`src/rtl/rom_port_arbiter.sv`:
```
// rom_port_arbiter: shares one sync-read code ROM between J1 instruction fetch (priority) and a Wishbone classic read port with bounded starvation
// clock/reset: rising-edge clock, synchronous active-high reset
// fetch_*: J1 fetch port (req/addr in, ready/valid/data out)
// wb_*: Wishbone classic slave (reads only; writes answered with a one-cycle err)
// rom_*: ROM macro port (address/cen out, q in, 1-cycle read latency)
module rom_port_arbiter #(
  parameter int ADDR_WIDTH = 13,
  parameter int DATA_WIDTH = 16,
  parameter int MAX_WAIT   = 4
) (
  input  logic                  clock,
  input  logic                  reset,
  input  logic                  fetch_req,
  input  logic [ADDR_WIDTH-1:0] fetch_addr,
  output logic                  fetch_ready,
  output logic                  fetch_valid,
  output logic [DATA_WIDTH-1:0] fetch_data,
  input  logic                  wb_cyc,
  input  logic                  wb_stb,
  input  logic                  wb_we,
  input  logic [ADDR_WIDTH-1:0] wb_adr,
  output logic [DATA_WIDTH-1:0] wb_dat_o,
  output logic                  wb_ack,
  output logic                  wb_err,
  output logic [ADDR_WIDTH-1:0] rom_address,
  output logic                  rom_cen,
  input  logic [DATA_WIDTH-1:0] rom_q
);
  localparam int CW = $clog2(MAX_WAIT + 1);
  typedef enum logic [1:0] {IDLE, WB_RD, WB_DONE} state_t;
  state_t          state_q, state_d;
  logic [CW-1:0]   wait_cnt_q, wait_cnt_d;
  logic            fetch_valid_q, fetch_valid_d;
  logic            wb_err_q, wb_err_d;
  logic            wb_sample, wb_pend, wb_wr, wb_win, fetch_gnt;
  always_comb begin
    // the cycle carrying err acts as a turnaround so a held write strobe is not re-sampled
    wb_sample     = (state_q == IDLE) & ~wb_err_q;
    wb_pend       = wb_sample & wb_cyc & wb_stb & ~wb_we;
    wb_wr         = wb_sample & wb_cyc & wb_stb & wb_we;
    wb_win        = wb_pend & (~fetch_req | (wait_cnt_q == CW'(MAX_WAIT)));
    fetch_gnt     = fetch_req & ~wb_win & (state_q != WB_RD);
    state_d       = wb_win ? WB_RD : ((state_q == WB_RD) & wb_cyc) ? WB_DONE : IDLE;
    // a pending read that loses can only be losing below MAX_WAIT, so no explicit saturation
    wait_cnt_d    = (wb_pend & ~wb_win) ? wait_cnt_q + CW'(1) : '0;
    fetch_valid_d = fetch_gnt;
    wb_err_d      = wb_wr;
  end
  always_ff @(posedge clock) begin
    if (reset) begin
      state_q       <= IDLE;
      wait_cnt_q    <= '0;
      fetch_valid_q <= 1'b0;
      wb_err_q      <= 1'b0;
    end else begin
      state_q       <= state_d;
      wait_cnt_q    <= wait_cnt_d;
      fetch_valid_q <= fetch_valid_d;
      wb_err_q      <= wb_err_d;
    end
  end
  assign fetch_ready = fetch_gnt;
  assign fetch_valid = fetch_valid_q;
  assign fetch_data  = rom_q;
  assign rom_cen     = wb_win | fetch_gnt;
  assign rom_address = wb_win ? wb_adr : fetch_addr;
  assign wb_ack      = (state_q == WB_RD) & wb_cyc;
  assign wb_dat_o    = wb_ack ? rom_q : '0;
  assign wb_err      = wb_err_q;
endmodule
```
`config.mk`:
```
export PLATFORM = sky130hd
export DESIGN_NAME = rom_port_arbiter
export DESIGN_NICKNAME = d
export VERILOG_FILES = /design/src/rtl/rom_port_arbiter.sv
export SDC_FILE = /design/constraint.sdc
export NUM_CORES = 1
export LEC_CHECK = 0
export ABC_CLOCK_PERIOD_IN_PS = 2500
export BUFFER_PORTS_ARGS = -buffer_cell sky130_fd_sc_hd__buf_2
export CAP_MARGIN = 25
export CORE_MARGIN = 3
export CORE_UTILIZATION = 31
export DETAILED_ROUTE_END_ITERATION = 12
export PLACE_DENSITY = 0.79
export SETUP_SLACK_MARGIN = 0.02
export SLEW_MARGIN = 10
export SYNTH_ARGS = -nofsm -noshare
export SYNTH_HDL_FRONTEND = slang
export SYNTH_SLANG_ARGS = --single-unit
```
`constraint.sdc`:
```
create_clock -name clock -period 2.5 [get_ports clock]
set_input_delay 0.625 -clock clock [delete_from_list [all_inputs] [get_ports clock]]
set_output_delay 0.625 -clock clock [all_outputs]
set_load 0.01 [all_outputs]
```
# After elaboration in Yosys (flattened, before gate mapping)
# Index checks and enable logic that the tools add are counted.
# word_totals
reg_bits	7
output_inout_bits	50
elab_cells	33
# op_classes
addsub	1
n_eq_ne	3
n_bitwise	17
mux	4
reduce_logical	3
# op_table
operator	count
$mux 16	1
$mux 13	1
$and 1x1->1	10
$not 1->1	5
$reduce_or 2->1	2
$add 3x1->3 const B	1
$eq 3x3->1 const B	1
$eq 2x1->1 const B	1
$logic_not 2->1	1
$mux 2	1
$ne 2x1->1 const B	1
$or 1x1->1	2
$mux 1	1

# Logic depth before layout (Yosys ltp)
# Gate-level depths: netlist (run 1).
# logic_depth
ltp_word	10
depth_mapped	7
mapped_depth_nobuf	5

# Worst setup path after synthesis (run 1)
# Ideal clock, no wire load.
# synth_timing
kind	in2out
from	in wb_cyc
to	out rom_address[10]
stages	5
setup_slack_ps	265
t_arrival_ps	1610
required_ps	1875
path_cell_list	nor4b_4 > and4bb_1 > buf_6 > buf_12 > mux2_4
# synth_via
elab_chain_cells	5
# synth_lines
element	line	source
start: declaration	18	input logic wb_cyc,
$and 1x1->1 (3 in series)	39	wb_pend = wb_sample & wb_cyc & wb_stb & ~wb_we;
$and 1x1->1	41	wb_win = wb_pend & (~fetch_req | (wait_cnt_q == CW'(MAX_WAIT)));
$mux 13	66	assign rom_address = wb_win ? wb_adr : fetch_addr;
end: declaration	25	output logic [ADDR_WIDTH-1:0] rom_address,
# No other way between the ends.

# Worst setup path after layout (run 1)
# layout_timing
from	reg wait_cnt_q[0]
to	out rom_address[8]
# layout_via
elab_chain_cells	4
# layout_lines
element	line	source
start: declaration	32	logic [CW-1:0] wait_cnt_q, wait_cnt_d;
start signal: assignment	57	wait_cnt_q <= wait_cnt_d;
$eq 3x3->1	41	
$or 1x1->1	41	
$and 1x1->1	41	
$mux 13	66	
# No other way between the ends.

==> metrics.md, run 1 <==
| Metric | Value |
|---|---|
| Status | completed |
| Final Setup Violations | 0 |
| Startpoint types | flip-flop |
| Hold buffers post-CTS | 0 |
| Clock Sinks | 7 |
| Root Buffer | clkbuf_4 |
| Multi-input logic area | 491.7 um2 |
| Grt ovf | 0 |
| Tcrit/Tclk final | 99.09% |
| Placed wire-length estimate | 1989 um |
| Via density | 4.598 |
| Nets | 222 |
| Fraction of layout cells with a size suffix above 1 | 76.02% |
| Hold crit path type | flip-flop to flip-flop |
| Crit Path Max Fanout | 7 |
| Post-Syn Area | 754.5 um2 |
| CTS buffer count | 3 |
| Reg2Reg Setup Slack | 1010 ps |
| Ys Warns | 0 |
| DIE WIDTH | 55.34 um |
| Pre-Repair DR Iteration Count | 3 |
| Worst Path Required | 1880 ps |
| Initial antenna violation count | 0 |
| Remaining DRCs | 0 |
| Worst-skew pair later-pin latency | 260 ps |
| Worst Max-Slew Pin Slew | 608.7 ps |
| PD cells | 277.6 mW/mm2 |
| Share of the synthesized area in the top cell type | 18.57% |
| Synth area leaders | dfxtp_1, buf_4, mux2_4, and2_1, mux2_2 |
| Total negative setup slack | 0 ps |
| Skew final | 7.892 ps |
| Crit. Startpoint | wait_cnt_q[0] |
| Remaining antenna violation count | 0 |
| Syn Nets | 132 |
| 1st-iter DRT viols | 14 |
| Clock slew at reported path FFs | 50 ps |
| Synthesized flop and latch total | 7 |
| Final WL | 2710 um |
| Port Buffers | 97 |
| H-tree levels | 1 |
| Final Max Slew Viols | 0 |
| CTS tree | done |
| Die area | 0.003062 mm2 |
| Maximum VDD drop | 153.9 uV |
| Routed vias | 915 |
| Mapped Cells | 82 |
| Total track usage | 15.04% |
| Worst r2r src | wait_cnt_q[0] |
| Largest net degree at the start of global routing | 19 |
| Max-Cap Viols | 0 |
| Post-synthesis area per instance | 9.201 um2 |
| Rows | 17 |
| Fill cell count | 195 |
| Register area share after synthesis | 18.57% |
| R2r worst-path depth | 7 |
| Final RePlAce weighted congestion | 0.8118 |
| Total power | 0.3837 mW |
| Die height | 55.34 um |
| First-pass GRT wire length | 3663 um |
| Unique masters post-synth | 23 |
| RSZ-0062 raised after global routing | yes |
| Routed length per placed instance | 13.62 um |
| Number of diodes | 0 |
| Longest Clk Path Bufs | 2 |
| FMAX | 403.7 MHz |
| Area leader, netlist | dfxtp_1 |
| Reg area | 142.6 um2 |
| Leakage | 0.7661 nW |
| Core ar. | 0.002255 mm2 |
| Initial Util | 33.46% |
| P&R area growth vs syn | 83.25% |
| Num ports | 98 |
| Crit path to | rom_address[8] |
| Vias in the first global route | 894 |
| Period minus WS final | 2477 ps |
| CP Data Arrival Time | 1850 ps |
| Hold Crit Start | wait_cnt_q[0] |
| Crit end category | output port |
| Crit path kind | flip-flop to output port |
| Fin. Hold Viols | 0 |
| Reg2reg end | fetch_valid |
| Normalized max-slew margin | 58.99% |
-- sequential cells by signal (all words and copies together) (netlist names) --
register and cells:
wb_err 1, fetch_valid 1, state_q 2, wait_cnt_q 3
-- Yosys cell counts --
library cell,n
a21boi_1,1
a21oi_1,1
and2_1,16
and4bb_1,1
buf_12,1
buf_2,1
buf_4,16
buf_6,1
dfxtp_1,7
ha_1,2
inv_1,4
mux2_2,6
mux2_4,7
nand2_1,3
nand2b_1,1
nand4b_1,1
nor2_1,3
nor2b_1,2
nor3_1,1
nor3b_1,4
nor4_1,1
nor4b_4,1
o21ai_0,1
-- cell type report --
cell class                      count  share of cell area [%]
Tap cell                           28                   2.534
Timing Repair Buffer              104                   48.60
Sequential cell                     7                   10.32
Multi-Input combinational cell     52                   35.57
Clock buffer                        4                   1.900
Inverter                            4                   1.086
-- power by group --
| part | switching, mW | internal (mW) | total, mW |
|---|---|---|---|
| clock network | 0.0446 | 0.0611 | 0.106 |
| registers | 0.00155 | 0.114 | 0.115 |
| logic | 0.0628 | 0.0999 | 0.163 |
| total | 0.109 | 0.275 | 0.384 |
-- per-layer routing --
metal / GRT usage (%) / share of wire (%) / vias to the layer above
met3: 5.140 / 11 / 5
li1: - / - / 433
met4: 11.46 / 2.7 / 0
met2: 26.52 / 50 / 75
met5: 0 / 0 / -
met1: 14.06 / 36 / 402
-- placed cells by master (no fill, tap or decap), drive strengths merged --
cell / synthesis / layout
a21boi: 1 / 1
and2: 16 / 16
nand2b: 1 / 1
ha: 2 / 2
nor2b: 2 / 2
dfxtp: 7 / 7
mux2: 13 / 13
nor2: 3 / 3
nand4b: 1 / 1
nor3b: 4 / 4
nor4: 1 / 1
buf: 19 / 103
nor3: 1 / 1
clkbuf: 0 / 5
nor4b: 1 / 1
and4bb: 1 / 1
nand2: 3 / 3
o21ai: 1 / 1
a21oi: 1 / 1
inv: 4 / 4
-- what timing repair did --
| action | CTS | global route |
|---|---|---|
| gates cloned | 0 | 1 |
| setup endpoints to repair | 13 | 15 |
| gates resized for setup | 2 | 31 |
| buffers inserted | 1 | 2 |
| endpoints found under the hold margin | 0 | 0 |
| pin swaps | 2 | 4 |
-- metrics by stage --
stage                     cell area [um2]  std cells  utilization [%]  worst slack (ps)  hold WS (ps)
final                                1383        199            61.32             22.83         443.1
after global routing                 1383        199            61.32            -32.64         460.2
after CTS                            1191        196            52.83             18.32         429.9
after detailed placement             1154        191            51.17             44.02         462.8
after global placement               1154        191            51.17             72.46         435.5
after floorplan                     754.5         82                -             264.8         427.3
-- worst max-delay path: stages (launching register included) --
cell and delay [ps]:
dfxtp_2 350, inv_2 50, ha_4 160, a21boi_2 140
and4bb_2 300, clkbuf_16 170, mux2_4 300, buf_6 120
-- logic make-up (layout without fill, tap and decap cells) --
kind of cell / Yosys count / count (layout) / synth area share (%)
and+or+nand+nor: 34 / 34 / 30.18
adders and majority gates: 2 / 2 / 3.316
AOI/OAI and AO/OA: 3 / 3 / 2.321
muxes: 13 / 13 / 22.88
DFF: 7 / 7 / 18.57
buffers and inverters: 23 / 112 / 22.72
-- worst min-delay path by stage --
stage	end	slack [ps]	depth (start not counted)
after floorplan	wait_cnt_q[0]	430	1
after global placement	wait_cnt_q[0]	440	1
after detailed placement	wait_cnt_q[0]	460	1
after CTS	wait_cnt_q[0]	430	1
after global routing	wait_cnt_q[0]	460	1
final	wait_cnt_q[0]	440	1
(Power assumes the default switching activity.)
==> run 2, diff against run 1 <==
CORE_UTILIZATION = 32   (was 31)
CTS_BUF_LIST = sky130_fd_sc_hd__clkbuf_8   (was unset)
PLACE_DENSITY = 0.81   (was 0.79)
==> metrics.md, run 2 (same netlist as run 1, synthesis figures left out) <==
| Metric | Value |
|---|---|
| Grt ovf | 0 |
| Via density | 4.721 |
| FMAX | 406.1 MHz |
| Routed vias | 930 |
| Startpoint types | flip-flop |
| Core ar. | 0.002102 mm2 |
| Cell Count, Final, Fillers Out | 197 |
| Clock slew at reported path FFs | 40 ps |
| Remaining antenna violation count | 0 |
| Fin. Hold Viols | 0 |
| Crit path kind | flip-flop to output port |
| Die area | 0.002976 mm2 |
| P&R area growth vs syn | 81.26% |
| Sw frac | 26.66% |
| 1st-iter DRT viols | 4 |
| Remaining DRCs | 0 |
| Status | completed |
| R2r worst-path depth | 6 |
| Worst-skew pair later-pin latency | 230 ps |
| Period minus WS final | 2462 ps |
| Number of diodes | 0 |
| Largest register FFs | 3 |
| Leading cell type in the layout, fill and taps excluded | buf_2 |
| Tcrit/Tclk final | 98.49% |
| Flop pwr share | 26.7% |
| Hold_ws | 416.7 ps |
| Slowest CP cell | dfxtp_2 |
| First-pass GRT wire length | 3111 um |
| Largest regs | wait_cnt_q x3, state_q x2 |
| CTS tree | done |
| Placed wire-length estimate | 2049 um |
| DIE WIDTH | 54.56 um |
| Hold Path Depth | 1 |
| Total track usage | 14.87% |
| Clock Sinks | 7 |
| Nets | 221 |
| Vias in the first global route | 798 |
| Longest Clk Path Bufs | 2 |
| Final Setup Violations | 0 |
| Post-Route Utilization | 65.06% |
| Combinational Power Share | 37.1% |
| Routed length per placed instance | 14.72 um |
| Final RePlAce weighted congestion | 0.6938 |
| Worst Max-Slew Pin Slew | 400.4 ps |
| Worst Path Required | 1880 ps |
| Max-Cap Viols | 0 |
| Rows | 16 |
| PD cells | 316.1 mW/mm2 |
| Crit end category | output port |
| Num ports | 98 |
| Largest net degree at the start of global routing | 19 |
| Skew final | 3.204 ps |
| Final Max Slew Viols | 0 |
| Net switching power | 0.1153 mW |
| Chain of cells forming the critical path | inv_1 > ha_4 > a21boi_4 > and4bb_2 > clkbuf_16 > mux2_4 > buf_6 |
| H-tree levels | 1 |
| Normalized max-slew margin | 73.03% |
| Placed cell count | 190 |
| Leakage | 0.7682 nW |
| CP max stage delay | 330 ps |
| Crit Path Max Fanout | 8 |
| Fraction of layout cells with a size suffix above 1 | 73.53% |
| Initial Util | 35.89% |
| CTS buffer count | 3 |
| Port Buffers | 97 |
| Maximum VDD drop | 143.8 uV |
| Commonest non-fill, non-tap cells in the layout | buf_2, and2_1, mux2_4, buf_6 |
| P_int | 0.3170 mW |
| Pre-Repair DR Iteration Count | 4 |
| Initial antenna violation count | 0 |
| Hold crit path type | flip-flop to flip-flop |
| Most flop-heavy register | wait_cnt_q |
| Final WL | 2900 um |
| CP Data Arrival Time | 1840 ps |
| Die height | 54.56 um |
| Root Buffer | clkbuf_8 |
| Clock Power Share | 36.1% |
-- run 2: changes by cell type in the layout (fill, tap and decap cells not counted), sizes merged --
| cell | change |
|---|---|
| inv | +1 |
| clkbuf | -1 |
| buf | -1 |
-- run 2: metal layers --
layer	track usage [%]	vias up	part of all wire (%)
li1	-	430	-
met1	11.67	408	32
met2	30.48	83	53
met3	3.542	9	12
met4	10.79	0	2.9
met5	0	-	0
-- run 2: layout make-up --
| type | instances | area (um2) |
|---|---|---|
| fill | 163 | 734.5 |
| tap | 27 | 33.78 |
| inverter | 4 | 15.01 |
| clock inverter | 1 | 3.754 |
| sequential | 7 | 142.6 |
| timing repair buffer | 103 | 641.9 |
| multi-input combinational | 52 | 489.2 |
| clock buffer | 3 | 41.29 |
-- run 2: repair_timing --
item,4_1_cts,5_1_grt
pin swaps,2,3
gates cloned,0,1
setup buffers,1,1
hold buffers,0,0
resized for setup,1,27
endpoints found under the setup margin,13,13
-- run 2: per-stage QoR --
stage                     setup TNS, ps  instance area, um2  setup slack (ps)  power [mW]
after floorplan                       0               754.5             264.8      0.1894
after global placement                0                1152             72.15      0.2407
after detailed placement              0                1152             46.20      0.2450
after CTS                             0                1209             35.51      0.4063
after global routing             -4.179                1368            -4.179      0.4537
final                                 0                1368             37.70      0.4323
-- run 2: power groups by stage --
| stage | Sequential, mW | Combinational [mW] | Clock [mW] |
|---|---|---|---|
| 2_1_floorplan | 0.118 | 0.0714 | 0 |
| 3_3_place_gp | 0.117 | 0.124 | 0 |
| 3_5_place_dp | 0.117 | 0.128 | 0 |
| 4_1_cts | 0.115 | 0.130 | 0.160 |
| 5_1_grt | 0.116 | 0.172 | 0.166 |
| 6_report | 0.116 | 0.160 | 0.156 |
-- run 2: final timing paths --
kind                            slack [ps]        endpoint     startpoint
worst max-delay path                    40  rom_address[5]  wait_cnt_q[0]
worst min-delay path                   420   wait_cnt_q[0]  wait_cnt_q[0]
worst max register to register        1100     fetch_valid  wait_cnt_q[0]
worst min register to register         420   wait_cnt_q[0]  wait_cnt_q[0]
-- run 2: critical path: cells and delay by family (launching register included) --
kind	cells	cell delay, ps
muxes	1	310
AOI/OAI and AO/OA	1	130
and+or+nand+nor	1	300
buffers and inverters	3	360
adders and majority gates	1	170
DFF	1	330
==> run 3, diff against run 2 <==
CORE_ASPECT_RATIO = 1.25   (was unset)
==> metrics.md, run 3 (same netlist as run 1, synthesis figures left out) <==
| Metric | Value |
|---|---|
| Skew final | 4.179 ps |
| Final Max Slew Viols | 0 |
| Crit end category | output port |
| Normalized max-slew margin | 75.00% |
| Total track usage | 16.32% |
| Hold Crit Start | wait_cnt_q[0] |
| Longest Clk Path Bufs | 2 |
| Die area | 0.002980 mm2 |
| Die height | 60.29 um |
| Crit. Startpoint | wb_cyc |
| Cell Count, Final, Fillers Out | 201 |
| Num ports | 98 |
| Tcrit/Tclk final | 98.19% |
| Fill cell count | 190 |
| Initial Util | 34.13% |
| Worst Max-Slew Pin Slew | 371.1 ps |
| First-pass GRT wire length | 3767 um |
| P&R area growth vs syn | 79.10% |
| Hold crit path type | flip-flop to flip-flop |
| Port Buffers | 97 |
| Worst r2r src | state_q[1] |
| Initial antenna violation count | 0 |
| Largest regs | wait_cnt_q x3, state_q x2 |
| CTS buffer count | 3 |
| R2r worst-path depth | 5 |
| Period minus WS final | 2455 ps |
| Maximum VDD drop | 253.8 uV |
| Hold Path Depth | 1 |
| CTS tree | done |
| Routed length per placed instance | 12.37 um |
| Crit Path Max Fanout | 8 |
| Largest register FFs | 3 |
| FMAX | 407.4 MHz |
| Fin. Hold Viols | 0 |
| H-tree levels | 1 |
| Number of diodes | 0 |
| Remaining antenna violation count | 0 |
| Core ar. | 0.002211 mm2 |
| Worst-skew pair later-pin latency | 230 ps |
| Grt ovf | 0 |
| Rows | 19 |
| Reg area | 141.4 um2 |
| Clock slew at reported path FFs | 40 ps |
| Pre-Repair DR Iteration Count | 4 |
| Status | completed |
| Via density | 4.562 |
| Max-Cap Viols | 0 |
| Multi-input logic area | 485.5 um2 |
| Remaining DRCs | 0 |
| Nets | 221 |
| Final RePlAce weighted congestion | 0.7292 |
| Most flop-heavy register | wait_cnt_q |
| CP Data Arrival Time | 1830 ps |
| Largest net degree at the start of global routing | 19 |
| DIE WIDTH | 49.43 um |
| Hold_ws | 448.1 ps |
| Startpoint types | input port |
| Worst Path Required | 1880 ps |
| Final Setup Violations | 0 |
| Final WL | 2486 um |
| Placed cell count | 193 |
| Total negative setup slack | 0 ps |
| Clock Sinks | 7 |
| PD cells | 312.9 mW/mm2 |
| 1st-iter DRT viols | 7 |
| Root Buffer | clkbuf_8 |
| Fraction of layout cells with a size suffix above 1 | 73.53% |
| Commonest non-fill, non-tap cells in the layout | buf_2, and2_1, mux2_4 |
| Routed vias | 917 |
| RSZ-0062 raised after global routing | no |
| Leading cell type in the layout, fill and taps excluded | buf_2 |
| Vias in the first global route | 912 |
| Placed wire-length estimate | 2010 um |
| Leakage | 0.7579 nW |
| Crit path kind | input port to output port |
## run 3: power breakdown
| group | leakage [nW] | total, mW | internal (mW) | switching [mW] |
|---|---|---|---|---|
| Combinational | 0.674 | 0.153 | 0.0931 | 0.0598 |
| Sequential | 0.0573 | 0.116 | 0.114 | 0.00143 |
| Clock | 0.0269 | 0.154 | 0.106 | 0.0481 |
| Total | 0.758 | 0.423 | 0.313 | 0.109 |
## run 3: per-layer routing
metal	global-route usage (%)	share of wire (%)	vias up
li1	-	-	430
met1	14.63	34	393
met2	31.03	49	92
met3	6.484	16	2
met4	9.486	0.72	0
met5	0	0	-
## run 3: final cells by class
type | instances | area share (%)
sequential | 7 | 10.46
clock inverter | 1 | 0.2778
tap | 31 | 2.870
clock buffer | 3 | 3.056
timing repair buffer | 103 | 46.30
multi-input combinational | 52 | 35.93
inverter | 4 | 1.111
## run 3: repair_timing
action                     4_1_cts  5_1_grt
pin swaps                        2        1
setup buffers                    2        1
setup endpoints to repair       13       13
hold buffers                     0        0
gates resized for setup         22        2
cloned                           1        0
## run 3: path summary, 6_finish.rpt
path	endpoint	slack, ps
worst min-delay path	wait_cnt_q[0]	450
worst min register to register	wait_cnt_q[0]	450
worst max register to register	wait_cnt_q[0]	1110
worst max-delay path	rom_address[1]	50
## run 3: per-stage QoR
step	utilization [%]	power [mW]	area, um2	setup slack (ps)
after floorplan	-	0.1894	754.5	264.8
after global placement	52.01	0.2399	1150	55.65
after detailed placement	52.01	0.2441	1150	-7.443
after CTS	60.33	0.4274	1334	31.42
after global routing	61.12	0.4487	1351	26.07
final	61.12	0.4228	1351	45.34
## run 3: critical path, stage by stage
cell and delay [ps]:
buf_6 70, nor4b_4 220, and4bb_4 340, buf_12 150, mux2_4 300, buf_6 120
